### src/rtl/lsu_axi_master_if.sv
`default_nettype none
// ============================================================================
//  Module      : lsu_axi_master_if
//  Description : AXI-lite bus bundle (AR/R/AW/W/B) with master/slave views.
//  Revision    : 1.0
// ============================================================================
interface lsu_axi_master_if #(
    parameter int ADDR_W = 32,
    parameter int DATA_W = 32
);
    logic [ADDR_W-1:0]   araddr;
    logic                arvalid;
    logic                arready;

    logic [DATA_W-1:0]   rdata;
    logic [1:0]          rresp;
    logic                rvalid;
    logic                rready;

    logic [ADDR_W-1:0]   awaddr;
    logic                awvalid;
    logic                awready;

    logic [DATA_W-1:0]   wdata;
    logic [DATA_W/8-1:0] wstrb;
    logic                wvalid;
    logic                wready;

    logic [1:0]          bresp;
    logic                bvalid;
    logic                bready;

    modport master (
        output araddr, arvalid, input  arready,
        input  rdata, rresp, rvalid, output rready,
        output awaddr, awvalid, input  awready,
        output wdata, wstrb, wvalid, input  wready,
        input  bresp, bvalid, output bready
    );

    modport slave (
        input  araddr, arvalid, output arready,
        output rdata, rresp, rvalid, input  rready,
        input  awaddr, awvalid, output awready,
        input  wdata, wstrb, wvalid, output wready,
        output bresp, bvalid, input  bready
    );
endinterface
`default_nettype wire

### src/rtl/lsu_axi_master.sv
`default_nettype none
// ============================================================================
//  Module      : lsu_axi_master
//  Description : Single-outstanding AXI-lite master turning LSU load/store
//                requests into AXI-lite transactions; all AXI outputs registered.
//  Revision    : 1.0
// ============================================================================
module lsu_axi_master #(
    parameter int ADDR_W = 32,
    parameter int DATA_W = 32
) (
    input  wire logic                clk,
    input  wire logic                rst_n,

    input  wire logic                req_valid_i,
    output logic                     req_ready_o,
    input  wire logic                req_we_i,
    input  wire logic [ADDR_W-1:0]   req_addr_i,
    input  wire logic [DATA_W-1:0]   req_wdata_i,
    input  wire logic [DATA_W/8-1:0] req_wstrb_i,

    output logic                     resp_valid_o,
    input  wire logic                resp_ready_i,
    output logic [DATA_W-1:0]        resp_rdata_o,
    output logic                     resp_err_o,

    lsu_axi_master_if.master         axi
);

    typedef enum logic [2:0] {
        S_IDLE    = 3'd0,
        S_RD_ADDR = 3'd1,
        S_RD_DATA = 3'd2,
        S_WR_REQ  = 3'd3,
        S_WR_RESP = 3'd4,
        S_RESP    = 3'd5
    } state_e;

    state_e              state_q;
    logic [ADDR_W-1:0]   addr_q;
    logic [DATA_W-1:0]   wdata_q;
    logic [DATA_W/8-1:0] wstrb_q;
    logic                arvalid_q;
    logic                rready_q;
    logic                aw_pend_q;
    logic                w_pend_q;
    logic                bready_q;
    logic                resp_valid_q;
    logic [DATA_W-1:0]   resp_rdata_q;
    logic                resp_err_q;

    logic                w_aw_done;
    logic                w_wd_done;

    assign w_aw_done = aw_pend_q & axi.awready;
    assign w_wd_done = w_pend_q  & axi.wready;

    always_ff @(posedge clk) begin
        if (!rst_n) begin
            state_q      <= S_IDLE;
            addr_q       <= '0;
            wdata_q      <= '0;
            wstrb_q      <= '0;
            arvalid_q    <= 1'b0;
            rready_q     <= 1'b0;
            aw_pend_q    <= 1'b0;
            w_pend_q     <= 1'b0;
            bready_q     <= 1'b0;
            resp_valid_q <= 1'b0;
            resp_rdata_q <= '0;
            resp_err_q   <= 1'b0;
        end else begin
            case (state_q)
                S_IDLE: begin
                    if (req_valid_i) begin
                        addr_q  <= req_addr_i;
                        wdata_q <= req_wdata_i;
                        wstrb_q <= req_wstrb_i;
                        if (req_we_i) begin
                            aw_pend_q <= 1'b1;
                            w_pend_q  <= 1'b1;
                            state_q   <= S_WR_REQ;
                        end else begin
                            arvalid_q <= 1'b1;
                            state_q   <= S_RD_ADDR;
                        end
                    end
                end
                S_RD_ADDR: begin
                    if (axi.arready) begin
                        arvalid_q <= 1'b0;
                        rready_q  <= 1'b1;
                        state_q   <= S_RD_DATA;
                    end
                end
                S_RD_DATA: begin
                    if (axi.rvalid) begin
                        rready_q     <= 1'b0;
                        resp_rdata_q <= axi.rdata;
                        resp_err_q   <= (axi.rresp != 2'b00);
                        resp_valid_q <= 1'b1;
                        state_q      <= S_RESP;
                    end
                end
                S_WR_REQ: begin
                    // AW and W complete independently; leave once neither is outstanding.
                    if (w_aw_done) aw_pend_q <= 1'b0;
                    if (w_wd_done) w_pend_q  <= 1'b0;
                    if ((!aw_pend_q || w_aw_done) && (!w_pend_q || w_wd_done)) begin
                        bready_q <= 1'b1;
                        state_q  <= S_WR_RESP;
                    end
                end
                S_WR_RESP: begin
                    if (axi.bvalid) begin
                        bready_q     <= 1'b0;
                        resp_rdata_q <= '0;
                        resp_err_q   <= (axi.bresp != 2'b00);
                        resp_valid_q <= 1'b1;
                        state_q      <= S_RESP;
                    end
                end
                S_RESP: begin
                    if (resp_ready_i) begin
                        resp_valid_q <= 1'b0;
                        state_q      <= S_IDLE;
                    end
                end
                default: begin
                    state_q      <= S_IDLE;
                    arvalid_q    <= 1'b0;
                    rready_q     <= 1'b0;
                    aw_pend_q    <= 1'b0;
                    w_pend_q     <= 1'b0;
                    bready_q     <= 1'b0;
                    resp_valid_q <= 1'b0;
                end
            endcase
        end
    end

    assign req_ready_o  = (state_q == S_IDLE) && rst_n;
    assign resp_valid_o = resp_valid_q;
    assign resp_rdata_o = resp_rdata_q;
    assign resp_err_o   = resp_err_q;

    assign axi.araddr  = addr_q;
    assign axi.arvalid = arvalid_q;
    assign axi.rready  = rready_q;
    assign axi.awaddr  = addr_q;
    assign axi.awvalid = aw_pend_q;
    assign axi.wdata   = wdata_q;
    assign axi.wstrb   = wstrb_q;
    assign axi.wvalid  = w_pend_q;
    assign axi.bready  = bready_q;

endmodule
`default_nettype wire

### src/flat_wrapper.sv
// flat-port wrapper written by rule: the top's interface ports become plain ports
module lsu_axi_master_flat 
#(
    parameter int ADDR_W = 32,
    parameter int DATA_W = 32
)
  (clk, rst_n, req_valid_i, req_ready_o, req_we_i, req_addr_i, req_wdata_i, req_wstrb_i, resp_valid_o, resp_ready_i, resp_rdata_o, resp_err_o, axi_araddr, axi_arvalid, axi_arready, axi_rdata, axi_rresp, axi_rvalid, axi_rready, axi_awaddr, axi_awvalid, axi_awready, axi_wdata, axi_wstrb, axi_wvalid, axi_wready, axi_bresp, axi_bvalid, axi_bready);
  lsu_axi_master_if #(.ADDR_W(ADDR_W), .DATA_W(DATA_W)) axi_i ();
  input  wire logic clk;
  input  wire logic rst_n;
  input  wire logic req_valid_i;
  output logic req_ready_o;
  input  wire logic req_we_i;
  input  wire logic [ADDR_W-1:0] req_addr_i;
  input  wire logic [DATA_W-1:0] req_wdata_i;
  input  wire logic [DATA_W/8-1:0] req_wstrb_i;
  output logic resp_valid_o;
  input  wire logic resp_ready_i;
  output logic [DATA_W-1:0] resp_rdata_o;
  output logic resp_err_o;
  output wire logic [$bits(axi_i.araddr)-1:0] axi_araddr;
  output wire logic [$bits(axi_i.arvalid)-1:0] axi_arvalid;
  input wire logic [$bits(axi_i.arready)-1:0] axi_arready;
  input wire logic [$bits(axi_i.rdata)-1:0] axi_rdata;
  input wire logic [$bits(axi_i.rresp)-1:0] axi_rresp;
  input wire logic [$bits(axi_i.rvalid)-1:0] axi_rvalid;
  output wire logic [$bits(axi_i.rready)-1:0] axi_rready;
  output wire logic [$bits(axi_i.awaddr)-1:0] axi_awaddr;
  output wire logic [$bits(axi_i.awvalid)-1:0] axi_awvalid;
  input wire logic [$bits(axi_i.awready)-1:0] axi_awready;
  output wire logic [$bits(axi_i.wdata)-1:0] axi_wdata;
  output wire logic [$bits(axi_i.wstrb)-1:0] axi_wstrb;
  output wire logic [$bits(axi_i.wvalid)-1:0] axi_wvalid;
  input wire logic [$bits(axi_i.wready)-1:0] axi_wready;
  input wire logic [$bits(axi_i.bresp)-1:0] axi_bresp;
  input wire logic [$bits(axi_i.bvalid)-1:0] axi_bvalid;
  output wire logic [$bits(axi_i.bready)-1:0] axi_bready;
  assign axi_araddr = axi_i.araddr;
  assign axi_arvalid = axi_i.arvalid;
  assign axi_i.arready = axi_arready;
  assign axi_i.rdata = axi_rdata;
  assign axi_i.rresp = axi_rresp;
  assign axi_i.rvalid = axi_rvalid;
  assign axi_rready = axi_i.rready;
  assign axi_awaddr = axi_i.awaddr;
  assign axi_awvalid = axi_i.awvalid;
  assign axi_i.awready = axi_awready;
  assign axi_wdata = axi_i.wdata;
  assign axi_wstrb = axi_i.wstrb;
  assign axi_wvalid = axi_i.wvalid;
  assign axi_i.wready = axi_wready;
  assign axi_i.bresp = axi_bresp;
  assign axi_i.bvalid = axi_bvalid;
  assign axi_bready = axi_i.bready;
  lsu_axi_master #(.ADDR_W(ADDR_W), .DATA_W(DATA_W)) u_core (.clk(clk), .rst_n(rst_n), .req_valid_i(req_valid_i), .req_ready_o(req_ready_o), .req_we_i(req_we_i), .req_addr_i(req_addr_i), .req_wdata_i(req_wdata_i), .req_wstrb_i(req_wstrb_i), .resp_valid_o(resp_valid_o), .resp_ready_i(resp_ready_i), .resp_rdata_o(resp_rdata_o), .resp_err_o(resp_err_o), .axi(axi_i));
endmodule
### config.mk
export PLATFORM = sky130hd
export DESIGN_NAME = lsu_axi_master_flat
export DESIGN_NICKNAME = d
export VERILOG_FILES = /design/src/rtl/lsu_axi_master_if.sv /design/src/rtl/lsu_axi_master.sv /design/src/flat_wrapper.sv
export SDC_FILE = /design/constraint.sdc
export NUM_CORES = 1
export LEC_CHECK = 0
export CORE_MARGIN = 2
export CORE_UTILIZATION = 41
export CTS_CLUSTER_DIAMETER = 150
export CTS_CLUSTER_SIZE = 16
export DETAILED_ROUTE_END_ITERATION = 8
export PLACE_DENSITY = 0.85
export SYNTH_ARGS = -nofsm -noshare
export SYNTH_HDL_FRONTEND = slang
export SYNTH_SLANG_ARGS = --single-unit
### constraint.sdc
create_clock -name clk -period 4.42 [get_ports clk]
set_input_delay 0.442 -clock clk [delete_from_list [all_inputs] [get_ports clk]]
set_output_delay 0.442 -clock clk [all_outputs]
set_load 0.02 [all_outputs]
==> results of run 1 <==
-- placed cells by master, fill, tap and decap left out, types with 4 or more instances in the layout --
master                              n
sky130_fd_sc_hd__buf_4              4
sky130_fd_sc_hd__dfxtp_1          110
sky130_fd_sc_hd__inv_1              4
sky130_fd_sc_hd__clkdlybuf4s50_1  253
sky130_fd_sc_hd__nand3_1           32
sky130_fd_sc_hd__a21oi_1          104
sky130_fd_sc_hd__mux2i_1            4
sky130_fd_sc_hd__clkbuf_8           9
sky130_fd_sc_hd__nor2_1             6
sky130_fd_sc_hd__nand2_1          181
-- how the worst max path moves through the flow --
stage	startpoint	cells past startpoint	slack [ns]	end
detailed placement	rst_n	4	1.66	u_core.resp_rdata_o[17]
global placement	rst_n	4	1.75	u_core.resp_rdata_o[8]
floorplan	u_core.state_q[2]	6	2.91	u_core.resp_valid_o
finish	u_core.state_q[0]	3	1.88	req_ready_o
global route	u_core.state_q[0]	5	1.71	u_core.axi.wdata[11]
CTS	u_core.state_q[0]	3	1.86	req_ready_o
-- critical path, stage by stage (launching register included) --
cell and delay [ns]:
sky130_fd_sc_hd__dfxtp_1 0.55, sky130_fd_sc_hd__nor3_2 0.42, sky130_fd_sc_hd__and2_1 0.18, sky130_fd_sc_hd__clkdlybuf4s50_1 0.59
-- per-layer routing --
| metal | share of wire, % | vias up |
|---|---|---|
| li1 | - | 2198 |
| met1 | 37 | 2102 |
| met2 | 50 | 210 |
| met3 | 11 | 20 |
| met4 | 2.2 | 0 |
| met5 | 0 | - |
-- final cells by class --
type                       instances  area [sq um]
fill                             882          3800
timing repair buffer             257          2560
sequential                       110          2200
multi-input combinational        372          1780
tap                              140           175
clock buffer                      11           131
clock inverter                     4          72.6
inverter                           5          20.0
-- power groups by stage --
stage,Combinational [W],Clock (W),Sequential (W)
5_1_grt,0.00174,0.000696,0.00138
2_1_floorplan,0.000830,0,0.00154
4_1_cts,0.00162,0.000657,0.00135
3_5_place_dp,0.00162,0,0.00137
6_report,0.00161,0.000641,0.00135
3_3_place_gp,0.00157,0,0.00136
-- sequential cells by signal, summed over array words and instances (netlist names) --
signal	flops
u_core.axi.wstrb	4
u_core.state_q	3
u_core.axi.araddr	32
u_core.axi.awvalid	1
u_core.axi.rready	1
u_core.resp_valid_o	1
u_core.resp_err_o	1
u_core.axi.arvalid	1
u_core.resp_rdata_o	32
u_core.axi.wdata	32
u_core.axi.bready	1
u_core.axi.wvalid	1
-- kinds of logic after synthesis --
family / Yosys count / share of synthesized area [%]
AND/OR/NAND/NOR: 238 / 22.5
AO/OA/AOI/OAI: 127 / 15.7
adder cells (fa/ha/maj): 2 / 0.560
buffers and inverters: 79 / 10.8
multiplexers: 5 / 1.15
flip-flops: 110 / 49.3
-- metrics by stage --
step | cell area [sq um] | setup slack, ns | cells
after detailed placement | 6740 | 1.66 | 884
final | 6950 | 1.88 | 899
after floorplan | 4460 | 2.91 | 561
after CTS | 6950 | 1.86 | 899
after global routing | 6950 | 1.71 | 899
after global placement | 6740 | 1.75 | 884
==> reports/summary.md, run 1 <==
The run finished with clean final reports. For the number of nets in the synthesized netlist, the log shows 677. The commonest cells after synthesis are 182 x sky130_fd_sc_hd__nand2_1, 110 x sky130_fd_sc_hd__dfxtp_1, 104 x sky130_fd_sc_hd__a21oi_1, 39 x sky130_fd_sc_hd__buf_4, 32 x sky130_fd_sc_hd__nand3_1.

The sequential-to-total area share from yosys stat is 49.3%. Yosys printed 0 warnings. For this run the aggregate overflow at the end of global routing stands at 0.

For this run, the top clock speed supported by timing is 394 MHz. Global routing consumed, on the met3 layer, 8.08% of the routing resources. The clock net sink count is 110, and the number of ports placed on the die boundary is 254.

The number of standard cells after synthesis was 561. Across every metal layer, demand over resource in global routing totals 22.6%. For the total number of nets in the final design, the log shows 871. The starting DRC count in detailed routing is 266, and the internal power is 0.00222 W. The slack of the worst reg-to-reg path came out at 1.90 ns. The area of the mapped netlist came out at 4460 sq um.

The critical path start-end classification is reg -> out. The synthesized design spends more area on one cell type than any other, namely sky130_fd_sc_hd__dfxtp_1. The count of input and output buffers was 253. The required time of the worst setup path was 3.98 ns. The logs give 4315 for the via count of the first global-routing pass and 41.5% for the initial standard-cell utilization of the core.

The shortest period the worst path allows was 2.54 ns. Clock tree synthesis inserted a total of 9 buffers. The tools report the row count as 38. The total area inside the core boundary comes to 10700 sq um. The share of synthesized registers carrying an async set or reset was 0%; the final antenna diode count was 0. The latest clock arrival within the worst-skew pair was 0.36 ns; the vertical extent of the die was 108 um. Of the available clock period, the critical path in the final layout requires 57.5%. The width of the die works out to 108 um. In this run switching power makes up 38.3% of total power.

In this run the power spent charging and discharging nets is 0.00138 W. The via-per-instance ratio came out at 5.04. For the H-tree depth, the log shows 3. Yosys mapped the design onto 43 distinct sky130hd cell types. In the routed design, unresolved DRC markers number 0.

For the number of max-capacitance violations reported, the log shows 0. On the final layout, the worst clock skew is 0.00927 ns. From synthesis to final layout, the design area changed by 55.6%. The share of total power in sequential cells is 37.5%. Summed over all layers, the routed wires come to 13500 um. The first global-routing pass estimated 20800 um of wire. The die covers 11700 sq um. For the number of setup violations in the final report, the log shows 0. The prevailing post-synth register cell was sky130_fd_sc_hd__dfxtp_1. The kind of capture point of the worst setup path was an output pin. The global routing usage on met1 was 24.8%; the worst-case headroom to the max-slew limit was 27.2%. The analysis attributes to cell leakage a power of 2.43 nW. Global routing used 39.6% of the available met2 tracks. Setup repair after global routing left no endpoint under its margin. The placed wire-length estimate after detailed placement is 10000 um. Summing internal, switching and leakage power gives 0.00360 W. At the worst endpoint, the arrival time is 2.10 ns.

TritonCTS built the clock tree. Entering global routing, the biggest net connects 76 pins. The share of power burned in combinational logic was 44.7%.

Dividing the synthesized area by the synthesized cell count gives 7.96 sq um. The pin slew with the least headroom to its limit came out at 1.09 ns. The critical register-to-register path startpoint was u_core.state_q[0]. The logs give 0 ns for the final-layout setup total negative slack and 0.232 mV for the highest ir drop seen on vdd. The end point of the most critical hold path was u_core.resp_rdata_o[1]. The per-cell routed wire length was 15.0 um. The total power per unit cell area was 518 nW/um^2; the top-area cell type share of the netlist area was 49.3%. In this run the critical register-to-register path is captured at u_core.axi.wdata[11].

Cell chosen for the clock root: sky130_fd_sc_hd__clkbuf_8. The buffers inserted during post-CTS setup optimization is 0, and the clock transition at the register clock pins on the worst setup and hold paths after CTS is 0.10 ns. Hold repair after CTS inserted 0 buffers. The synthesized design contains 110 register bits. Of all nets on the critical path, the largest fanout is 20. The run gives 0 as the hold violation total from the final report. After synthesis, the cell types taking the most area are sky130_fd_sc_hd__dfxtp_1 49%, sky130_fd_sc_hd__nand2_1 15%, sky130_fd_sc_hd__a21oi_1 12%. After global routing, the most crowded layer is met2.

In this run, post-CTS repair resized a total of 0 instances. The count of pins over their slew limit was 0; the post-route antenna net violation count was 0. Yosys mapped a number of flops with a built-in enable equal to 0.

In this run the worst hold path is classified as reg -> reg. The tightest hold margin is 0.456 ns, and the detailed-router iteration count before antenna repair is 5. In the final layout, the share of cells above drive strength 1 is 3.43%. The number of antenna violations at the first check in global routing was 0. The most frequent cell after synthesis is sky130_fd_sc_hd__nand2_1. The worst hold path passes through 2 cells. The tools report the start point of the worst min-delay path as u_core.resp_rdata_o[1].

The worst setup path is launched from a flip-flop. The tools report the total via count after detailed routing as 4530. Routability-driven placement finished with a final weighted congestion of 0.808. The end-of-flow core utilization came out at 64.7%.

The clock network accounts for 17.8% of the total power. Measured in cells, the most critical reg-to-reg path has a length of 5. Counting along the longest clock path gives a buffer depth of 2.
Note: power is estimated with default switching activity, not from simulation.
==> inputs of run 2 (changes only) <==
- CORE_UTILIZATION: 41 -> 38
- PLACE_DENSITY: 0.85 -> 0.8
- clock period: 4.42 -> 2.4 ns (I/O delays scaled with it)
==> run 2 against run 1 <==
Sequential cell count unchanged; sequential power increased by 82%; sequential share of layout area decreased by 0.70 points; count of clock-buffer cells in the layout decreased by 1; cell area rose by 2.3%.
==> reports/summary.md, run 2 (same netlist as run 1, synthesis figures left out) <==
The hold violation total from the final report is 0. The library cells used most frequently in the layout, excluding fill and tap cells, are 253 x sky130_fd_sc_hd__clkdlybuf4s50_1, 181 x sky130_fd_sc_hd__nand2_1, 110 x sky130_fd_sc_hd__dfxtp_1, 104 x sky130_fd_sc_hd__a21oi_1, 32 x sky130_fd_sc_hd__nand3_1. The count of pins over their slew limit is 0.

The total number of nets in the final design was 877; the number of cells on the worst hold path was 3. The pre-antenna-repair detailed-routing pass consisted of 4 iterations. Pin slew with the least headroom to its limit: 1.01 ns. For the worst-case headroom to the max-slew limit, the log shows 32.9%.

The endpoint identified for the worst register-to-register timing path is u_core.resp_err_o. The cell chosen for the clock root is sky130_fd_sc_hd__clkbuf_16. The worst setup path is captured at an output pin.

Walking the worst path, the cells encountered are nor3_2, and2_1, clkdlybuf4s50_1. The shortest period the worst path allows works out to 2.22 ns. Compared with the post-synthesis result, the final layout area differs by 59.2%. Clock-pin slew was measured on the worst setup and hold paths at 0.08 ns. The buffers inserted during post-CTS setup optimization was 0; the per-cell routed wire length was 14.5 um. The run gives 4362 as the via count of the first global-routing pass.

Setup total negative slack on the finished layout was measured at 0 ns. For the worst setup path, the data arrival time is 1.98 ns. At the end of routability-driven placement, the weighted congestion stood at 0.829.

The highest achievable clock rate is 450 MHz. During placement, the flow inserted port buffers numbering 253. At the worst endpoint, the required time is 2.16 ns.

The slack of the worst reg-to-reg path was 0.27 ns. Setup repair after global routing left no endpoint under its margin. The width of the die works out to 112 um. Buffers inserted during clock tree synthesis total 9. In this run the critical register-to-register path is launched from u_core.state_q[1].

Number of antenna violations at the first check in global routing: 0. The clock drives 110 sinks. After detailed routing, the number of vias per cell comes to 4.95. The starting DRC count in detailed routing is 277. For hold timing, the worst endpoint is u_core.axi.araddr[29]. In the routed design, unresolved DRC markers number 0. Worst-case clock buffer depth: 2. The class of the most critical hold timing path was in -> reg.

For this design the static power due to leakage is 2.51 nW. The total via count after detailed routing was 4496. The worst-case IR drop observed on VDD is 0.464 mV. The overflow left after global routing was 0; the overall die area was 12600 sq um. The tools report the H-tree depth as 3.

The first-pass GRT wire length was 21000 um. Startpoint type of the worst setup path: a flip-flop. Once detailed placement completed, the half-perimeter wirelength came to 9880 um.

For the placeable core region, the log shows 11400 sq um. For the maximum number of pins on one net before global-route repair, the log shows 53. The share of post-route cells with drive strength above 1 came out at 4.44%. For the post-layout instance count excluding filler cells, the log shows 909.

Once the clock tree was built, the resizer swapped 0 gates to a different size. The start point of the worst min-delay path is req_addr_i[29]. The floorplan has 39 rows. The number of placed instances, taps included, is 893.

In this run the power density over the cells is 982 nW/um^2. The share of the cycle needed by the critical path after routing was 92.6%; the longest individual stage delay on the worst path was 0.60 ns. The number of ports placed on the die boundary is 254, and the overall routed net length is 13200 um. The worst-path maximum fanout works out to 16. The tool flagged a number of max-cap violations equal to 0. TritonCTS built the clock tree. The critical path start-end classification is reg -> out. Measured in cells, the most critical reg-to-reg path has a length of 4. The largest individual stage delay along the critical path comes from the cell sky130_fd_sc_hd__clkdlybuf4s50_1.

For this run, the total global-route usage over all layers was measured as 20.2%. The final setup skew is 0.0128 ns, and the post-route antenna net violation count is 0. The number of antenna diodes in the final layout is 0. The design draws 0.00698 W. The hold-fix buffer count after cts is 0, and the vertical extent of the die is 112 um. The run finished with clean final reports. Setup violations remaining at the end of the flow were counted as 0.

For this configuration, the core starts out at a cell density of 39.1%. The run gives 0.34 ns as the latest clock arrival within the worst-skew pair. Leaving out fill and tap cells, the most frequent cell in the layout is sky130_fd_sc_hd__clkdlybuf4s50_1.
run 2: changes by cell type in the layout (fill, tap and decap cells not counted), moves of 2 or more:
cell                        change
sky130_fd_sc_hd__buf_4          +5
sky130_fd_sc_hd__clkbuf_16      +9
sky130_fd_sc_hd__clkbuf_8       -9
sky130_fd_sc_hd__clkinv_4       +2
run 2: metrics by stage:
stage	cell area (sq um)	setup slack, ns	hold slack (ns)	util, %
2_1_floorplan	4460	0.891	0.376	-
5_1_grt	7110	0.00939	0.438	62.2
6_report	7110	0.178	0.439	62.2
3_3_place_gp	6810	0.403	0.437	59.6
3_5_place_dp	6810	0.274	0.446	59.6
4_1_cts	7110	0.152	0.428	62.2
run 2: where the power goes:
group / total, W / leakage [nW] / switching, W / internal [W]
combinational: 0.00302 / 1.47 / 0.00167 / 0.00136
sequential: 0.00246 / 0.898 / 0.000275 / 0.00219
clock: 0.00150 / 0.139 / 0.000679 / 0.000818
run 2: layout make-up:
class / count / area [sq um]
clock inverter: 6 / 71.3
sequential: 110 / 2200
clock buffer: 10 / 229
multi-input combinational: 372 / 1780
inverter: 5 / 20.0
timing repair buffer: 263 / 2620
tap: 143 / 179
fill: 1004 / 4310
run 2: worst max path at each step:
stage | startpoint | endpoint | slack, ns | cells past startpoint
after global placement | u_core.state_q[1] | u_core.resp_err_o | 0.40 | 4
final | u_core.state_q[2] | req_ready_o | 0.18 | 3
after global routing | u_core.state_q[2] | req_ready_o | 0.009 | 3
after floorplan | u_core.state_q[2] | u_core.resp_valid_o | 0.89 | 6
after detailed placement | u_core.state_q[1] | u_core.resp_rdata_o[21] | 0.27 | 4
after CTS | u_core.state_q[2] | req_ready_o | 0.15 | 3
run 2: critical path: cells and delay by family, from the launching register on:
family                 cells  cell delay (ns)
flip-flops                 1             0.47
AND/OR/NAND/NOR            2             0.58
buffers and inverters      1             0.60
run 2: per-layer routing:
metal	vias up	global-route usage, %	wire, um
li1	2217	-	-
met1	2078	22.7	5110
met2	188	36.3	6650
met3	13	7.07	1310
met4	0	5.77	143
met5	-	0	0
